--- config.mk ---
export PLATFORM = sky130hd
export DESIGN_NAME = bus_matrix_axi_slice
export DESIGN_NICKNAME = d
export VERILOG_FILES = /design/src/rtl/bus_matrix_axi_slice.sv
export SDC_FILE = /design/constraint.sdc
export NUM_CORES = 1
export LEC_CHECK = 0
export ABC_AREA = 0
export BUFFER_PORTS_ARGS = -buffer_cell sky130_fd_sc_hd__buf_2
export CAP_MARGIN = 20
export CELL_PAD_IN_SITES_DETAIL_PLACEMENT = 0
export CELL_PAD_IN_SITES_GLOBAL_PLACEMENT = 1
export CORE_ASPECT_RATIO = 0.9
export CORE_UTILIZATION = 39
export CTS_BUF_LIST = sky130_fd_sc_hd__clkbuf_4
export DETAILED_ROUTE_END_ITERATION = 7
export PLACE_DENSITY_LB_ADDON = 0.1
export SYNTH_ARGS = -nofsm -noshare
export SYNTH_HDL_FRONTEND = slang
export SYNTH_SLANG_ARGS = --single-unit
--- constraint.sdc ---
create_clock -name aclk -period 4.5 [get_ports aclk]
set_input_delay 0.9 -clock aclk [delete_from_list [all_inputs] [get_ports aclk]]
set_output_delay 0.9 -clock aclk [all_outputs]
set_load 0.02 [all_outputs]
--- src/rtl/bus_matrix_axi_slice.sv ---
// bus_matrix_axi_slice
//   AXI4-Lite register slice placed on a master port in front of the bus
//   matrix wrapper. Every channel (AW, W, B, AR, R) passes through its own
//   buffer, so there is no combinational path from either side to the other.
//   Each buffer has one-cycle latency and never reorders, drops or duplicates
//   beats.
//
//   Configuration macro: BUS_MATRIX_AXI_SLICE_SKID_EN
//     defined   : two-entry skid buffers, one beat per cycle per channel.
//     undefined : single-register buffers, ready = !main_valid, so the peak
//                 rate is one beat every two cycles.
//
//   Ports
//     aclk, aresetn          clock, asynchronous active-low reset
//     aw*/w*/ar*  _i / *ready_o      master-side forward channels (inputs)
//     b*/r*       _o / *ready_i      master-side return channels (outputs)
//     m_aw*/m_w*/m_ar* _o / _i       matrix-side forward channels
//     m_b*/m_r*  _i / m_*ready_o     matrix-side return channels
//     idle_o                 registered; 1 when every channel buffer is empty

// Generic one-channel buffer. main_q always drives the output; skid_q holds
// the beat accepted during the cycle in which the consumer stalled.
module bus_matrix_axi_slice_buf #(
  parameter int WIDTH = 8
) (
  input  logic             aclk,
  input  logic             aresetn,
  input  logic [WIDTH-1:0] in_data,
  input  logic             in_valid,
  output logic             in_ready,
  output logic [WIDTH-1:0] out_data,
  output logic             out_valid,
  input  logic             out_ready,
  output logic             empty_next
);
  typedef enum logic [1:0] {EMPTY = 2'd0, ONE = 2'd1, FULL = 2'd2} state_t;

  state_t           state_q, state_next;
  logic [WIDTH-1:0] main_q;
  logic             in_ready_q;
  logic             in_hs, out_hs;
  logic             load_main;
`ifdef BUS_MATRIX_AXI_SLICE_SKID_EN
  logic [WIDTH-1:0] skid_q;
  logic             load_skid;
  logic             skid_to_main;
`endif

  assign in_hs  = in_valid & in_ready_q;
  assign out_hs = (state_q != EMPTY) & out_ready;

  always_comb begin
    state_next   = state_q;
    load_main    = 1'b0;
`ifdef BUS_MATRIX_AXI_SLICE_SKID_EN
    load_skid    = 1'b0;
    skid_to_main = 1'b0;
`endif
    case (state_q)
      EMPTY: begin
        if (in_hs) begin
          state_next = ONE;
          load_main  = 1'b1;
        end
      end
      ONE: begin
`ifdef BUS_MATRIX_AXI_SLICE_SKID_EN
        if (in_hs && out_hs) begin
          load_main = 1'b1;
        end else if (in_hs) begin
          state_next = FULL;
          load_skid  = 1'b1;
        end else if (out_hs) begin
          state_next = EMPTY;
        end
`else
        // in_ready is low whenever main is valid, so only a drain can happen.
        if (out_hs) begin
          state_next = EMPTY;
        end
`endif
      end
`ifdef BUS_MATRIX_AXI_SLICE_SKID_EN
      FULL: begin
        // in_ready is low here, so no input handshake to consider.
        if (out_hs) begin
          state_next   = ONE;
          skid_to_main = 1'b1;
        end
      end
`endif
      default: state_next = EMPTY;
    endcase
  end

  always_ff @(posedge aclk or negedge aresetn) begin
    if (!aresetn) begin
      state_q    <= EMPTY;
      in_ready_q <= 1'b0;
      main_q     <= '0;
    end else begin
      state_q <= state_next;
`ifdef BUS_MATRIX_AXI_SLICE_SKID_EN
      in_ready_q <= (state_next != FULL);
      if (load_main) begin
        main_q <= in_data;
      end else if (skid_to_main) begin
        main_q <= skid_q;
      end
`else
      in_ready_q <= (state_next == EMPTY);
      if (load_main) begin
        main_q <= in_data;
      end
`endif
    end
  end

`ifdef BUS_MATRIX_AXI_SLICE_SKID_EN
  always_ff @(posedge aclk or negedge aresetn) begin
    if (!aresetn) begin
      skid_q <= '0;
    end else if (load_skid) begin
      skid_q <= in_data;
    end
  end
`endif

  assign in_ready   = in_ready_q;
  assign out_valid  = (state_q != EMPTY);
  assign out_data   = main_q;
  assign empty_next = (state_next == EMPTY);
endmodule

module bus_matrix_axi_slice #(
  parameter int DATA_WIDTH = 32,
  parameter int ADDR_WIDTH = 32
) (
  input  logic                    aclk,
  input  logic                    aresetn,
  input  logic [ADDR_WIDTH-1:0]   awaddr_i,
  input  logic [2:0]              awprot_i,
  input  logic                    awvalid_i,
  output logic                    awready_o,
  input  logic [DATA_WIDTH-1:0]   wdata_i,
  input  logic [DATA_WIDTH/8-1:0] wstrb_i,
  input  logic                    wvalid_i,
  output logic                    wready_o,
  output logic [1:0]              bresp_o,
  output logic                    bvalid_o,
  input  logic                    bready_i,
  input  logic [ADDR_WIDTH-1:0]   araddr_i,
  input  logic [2:0]              arprot_i,
  input  logic                    arvalid_i,
  output logic                    arready_o,
  output logic [DATA_WIDTH-1:0]   rdata_o,
  output logic [1:0]              rresp_o,
  output logic                    rvalid_o,
  input  logic                    rready_i,
  output logic [ADDR_WIDTH-1:0]   m_awaddr_o,
  output logic [2:0]              m_awprot_o,
  output logic                    m_awvalid_o,
  input  logic                    m_awready_i,
  output logic [DATA_WIDTH-1:0]   m_wdata_o,
  output logic [DATA_WIDTH/8-1:0] m_wstrb_o,
  output logic                    m_wvalid_o,
  input  logic                    m_wready_i,
  input  logic [1:0]              m_bresp_i,
  input  logic                    m_bvalid_i,
  output logic                    m_bready_o,
  output logic [ADDR_WIDTH-1:0]   m_araddr_o,
  output logic [2:0]              m_arprot_o,
  output logic                    m_arvalid_o,
  input  logic                    m_arready_i,
  input  logic [DATA_WIDTH-1:0]   m_rdata_i,
  input  logic [1:0]              m_rresp_i,
  input  logic                    m_rvalid_i,
  output logic                    m_rready_o,
  output logic                    idle_o
);
  localparam int AW_W = ADDR_WIDTH + 3;
  localparam int W_W  = DATA_WIDTH + DATA_WIDTH / 8;
  localparam int B_W  = 2;
  localparam int AR_W = ADDR_WIDTH + 3;
  localparam int R_W  = DATA_WIDTH + 2;

  logic [4:0] empty_next;
  logic       idle_q;

  bus_matrix_axi_slice_buf #(.WIDTH(AW_W)) u_aw (
    .aclk(aclk), .aresetn(aresetn),
    .in_data({awprot_i, awaddr_i}), .in_valid(awvalid_i), .in_ready(awready_o),
    .out_data({m_awprot_o, m_awaddr_o}), .out_valid(m_awvalid_o), .out_ready(m_awready_i),
    .empty_next(empty_next[0])
  );

  bus_matrix_axi_slice_buf #(.WIDTH(W_W)) u_w (
    .aclk(aclk), .aresetn(aresetn),
    .in_data({wstrb_i, wdata_i}), .in_valid(wvalid_i), .in_ready(wready_o),
    .out_data({m_wstrb_o, m_wdata_o}), .out_valid(m_wvalid_o), .out_ready(m_wready_i),
    .empty_next(empty_next[1])
  );

  bus_matrix_axi_slice_buf #(.WIDTH(B_W)) u_b (
    .aclk(aclk), .aresetn(aresetn),
    .in_data(m_bresp_i), .in_valid(m_bvalid_i), .in_ready(m_bready_o),
    .out_data(bresp_o), .out_valid(bvalid_o), .out_ready(bready_i),
    .empty_next(empty_next[2])
  );

  bus_matrix_axi_slice_buf #(.WIDTH(AR_W)) u_ar (
    .aclk(aclk), .aresetn(aresetn),
    .in_data({arprot_i, araddr_i}), .in_valid(arvalid_i), .in_ready(arready_o),
    .out_data({m_arprot_o, m_araddr_o}), .out_valid(m_arvalid_o), .out_ready(m_arready_i),
    .empty_next(empty_next[3])
  );

  bus_matrix_axi_slice_buf #(.WIDTH(R_W)) u_r (
    .aclk(aclk), .aresetn(aresetn),
    .in_data({m_rresp_i, m_rdata_i}), .in_valid(m_rvalid_i), .in_ready(m_rready_o),
    .out_data({rresp_o, rdata_o}), .out_valid(rvalid_o), .out_ready(rready_i),
    .empty_next(empty_next[4])
  );

  // Registering the next-state emptiness keeps idle_o aligned with the
  // buffer contents visible on the outputs in the same cycle.
  always_ff @(posedge aclk or negedge aresetn) begin
    if (!aresetn) begin
      idle_q <= 1'b1;
    end else begin
      idle_q <= &empty_next;
    end
  end

  assign idle_o = idle_q;
endmodule
==> key figures <==
Power
  – P_sw: 1.36 mW
  – Internal power: 2.69 mW
  – Pleak: 3.92 nW
  – PwrDens: 509 mW/mm2
  – Clock network power share: 21.2%
  – Peak VDD IR: 0.308 mV
  – Switch share: 33.5%
  – Combinational share of power: 31.8%
  – Register share of total power: 47.1%

Setup path
  – Slowest-stage cell, CP: dfrtp_1
  – Crit path max fanout: 3
  – Worst path bufs/invs: 1
  – Worst path required time: 3.60 ns
  – Crit-path leading delay family: flip-flops
  – Critical Path AT: 1.41 ns
  – CP Launch Type: flop
  – Max stage delay on crit path: 0.43 ns
  – Crit. End Element: output port
  – CP Class: reg -> out
  – Crit path cell chain: or2_2 -> buf_2

Global routing
  – Largest net degree at the start of global routing: 111
  – First-pass GRT wire length: 21800 um
  – Vias in the first global route: 4181
  – Total GRT Usage: 18.4%
  – Antenna violations before repair: 2
  – Total gr overflow: 0

STA
  – Final hold violations: 0
  – Final setup viols: 0
  – Clock skew: 0.0195 ns
  – Min Tclk post-route: 2.31 ns
  – Tcrit/Tclk final: 51.4%
  – Tightest hold margin: 0.162 ns
  – Max-slew headroom: 34.8%
  – Fin Setup TNS: 0 ns
  – Fin. max-slew vios: 0
  – RSZ-0062 raised after global routing: false
  – Worst slew pin tran: 0.975 ns
  – Max frequency: 0.432 GHz

Placement
  – Dpl hpwl: 10400 um
  – Gp weighted congestion: 0.759
  – I/O Buffers: 306

Routing
  – Vias post-DR: 3990
  – DRT Wirelength: 13700 um
  – 1st-iter DRT viols: 117
  – DRC: 0
  – Drt first pass iters: 5
  – Antenna-violating nets left: 0
  – Vias/cell: 4.54
  – Wire per inst: 15.6 um

Floorplanning
  – Initial core utilization: 39.8%
  – Die W: 131 um
  – Rows: 42
  – Die area: 0.0155 mm2
  – I/O pin cnt: 307
  – Core footprint: 0.0147 mm2
  – Vert. Die Dim: 118 um

Clock tree
  – Post-CTS setup buffer count: 0
  – Post-CTS sizing: 0
  – Clk buf depth: 2
  – Clock transition at path regs: 0.13 ns
  – # clock sinks: 158
  – CTS buffer count: 17
  – CTS Root Cell: clkbuf_4
  – H-tree depth: 4
  – # hold bufs at CTS: 0
  – Clock latency on the worst-skew pair: 0.52 ns
  – CTS tree: done

Synth
  – Syn Area/Cell: 17.0 um2
  – Ys Warns: 0
  – Post-synthesis register bit count: 158
  – EDFF count, synth: 0
  – Ys async rst share: 100%
  – Syn Inst Count: 345
  – Register area share after synthesis: 67.5%
  – Ys flop type: dfrtp_1
  – Synth unique cells: 21
  – Mapped Area: 0.00586 mm2

Job
  – Maxcap violations: 0

Final layout
  – Final Util: 54.0%
  – Fill count: 1299
  – Share of cells above drive strength 1: 72.9%
  – Nets@finish: 820
  – Area grow syn2layout: 35.7%

Hold path
  – Hold WC Path Type: in -> async

Status
  – Status: finished, final reports clean
[through the flow]
step	area, um2	power [mW]	std cells	setup WS (ns)
3_3_place_gp	7630	3.20	843	1.74
4_1_cts	7910	4.11	874	2.11
3_5_place_dp	7630	3.24	843	1.71
5_1_grt	7950	4.27	878	2.08
6_report	7950	4.05	878	2.19
2_1_floorplan	5870	2.71	349	2.53
[power groups by stage]
stage | clock, mW | combinational (mW) | sequential [mW]
floorplan | 0 | 0.358 | 2.35
global placement | 0 | 1.28 | 1.92
detailed placement | 0 | 1.30 | 1.94
CTS | 0.897 | 1.30 | 1.91
global route | 0.957 | 1.37 | 1.95
finish | 0.857 | 1.29 | 1.90
[cell families (layout without fill, tap and decap cells)]
group	after synthesis	in the layout	share of synthesized area [%]
other cells	1	7	0.0640
mux	142	142	27.3
buf+inv	20	349	2.03
flops	158	158	67.5
simple gates	23	23	3.01
compound gates	1	1	0.0854
[layout make-up]
type | count | area (um2) | share of cell area, %
Antenna cell | 2 | 5.00 | 0.0630
Clock inverter | 10 | 121 | 1.53
Timing Repair Buffer | 313 | 1610 | 20.3
Clock buffer | 21 | 158 | 1.98
Tap cell | 198 | 248 | 3.12
Inverter | 5 | 18.8 | 0.236
Multi-Input combinational cell | 171 | 1830 | 23.0
Sequential cell | 158 | 3960 | 49.8
[state kept, by name (all words and copies together), names as in the netlist, 2 cells and up]
signal         flops
u_ar.out_data     35
u_r.state_q        2
u_aw.out_data     35
u_w.state_q        2
u_aw.state_q       2
u_w.out_data      36
u_ar.state_q       2
u_b.state_q        2
u_b.out_data       2
u_r.out_data      34
[worst reg2reg max path: cells and delay by family, from the launching register on]
family / cells / cell delay, ns
flops: 1 / 0.39
mux: 1 / 0.43
simple gates: 2 / 1.10
[per-layer routing]
layer	share of wire, %	routed length, um	vias to the layer above	track usage (%)
met5	0	0	-	0
met4	1.9	260	0	6.47
met3	8.3	1140	19	7.38
met2	51	7020	181	31.6
met1	39	5290	1949	20.7
li1	-	-	1841	-
[synthesized netlist by cell type, types with 2 or more instances]
library cell    n  area, um2
or2_2           6       37.5
buf_6           4       45.0
nor2_1          3       11.3
mux2_1          2       22.5
nor3b_1         4       30.0
inv_1           5       18.8
nor4bb_1        2       20.0
dfrtp_1       157       3930
mux2_2        140       1580
buf_2          11       55.1
[final timing paths]
kind | startpoint | endpoint | slack, ns | cells past startpoint
hold / removal | aresetn | u_r.out_data[31] | 0.16 | 1
max in group asynchronous | aresetn | u_ar.out_data[9] | 3.28 | 3
hold reg to reg | u_w.state_q[1] | u_w.state_q[0] | 0.47 | 1
min in group aclk | u_w.state_q[1] | u_w.state_q[0] | 0.47 | 1
setup reg to reg | u_w.state_q[1] | u_w.out_data[27] | 2.48 | 3
setup / recovery | u_ar.state_q[1] | m_arvalid_o | 2.19 | 2
[placed cells by master, fill, tap and decap left out]
master and n:
a21oi_1 1, conb_1 5, nor4_2 1, dfstp_2 1
or4_4 1, nand2_1 1, buf_6 2, clkbuf_4 21
bufinv_16 3, clkinv_1 3, buf_2 305, nor4bb_4 2
clkinv_2 4, and4bb_2 1, mux2_1 2, buf_16 1
nand2b_1 1, nor2_1 3, and4bb_1 1, nor3b_1 4
diode_2 2, or2_2 6, buf_4 5, nand3b_1 1
dfrtp_1 157, nor2_4 1, mux2_2 140, inv_1 5
Note: power is estimated with default switching activity, not from simulation.
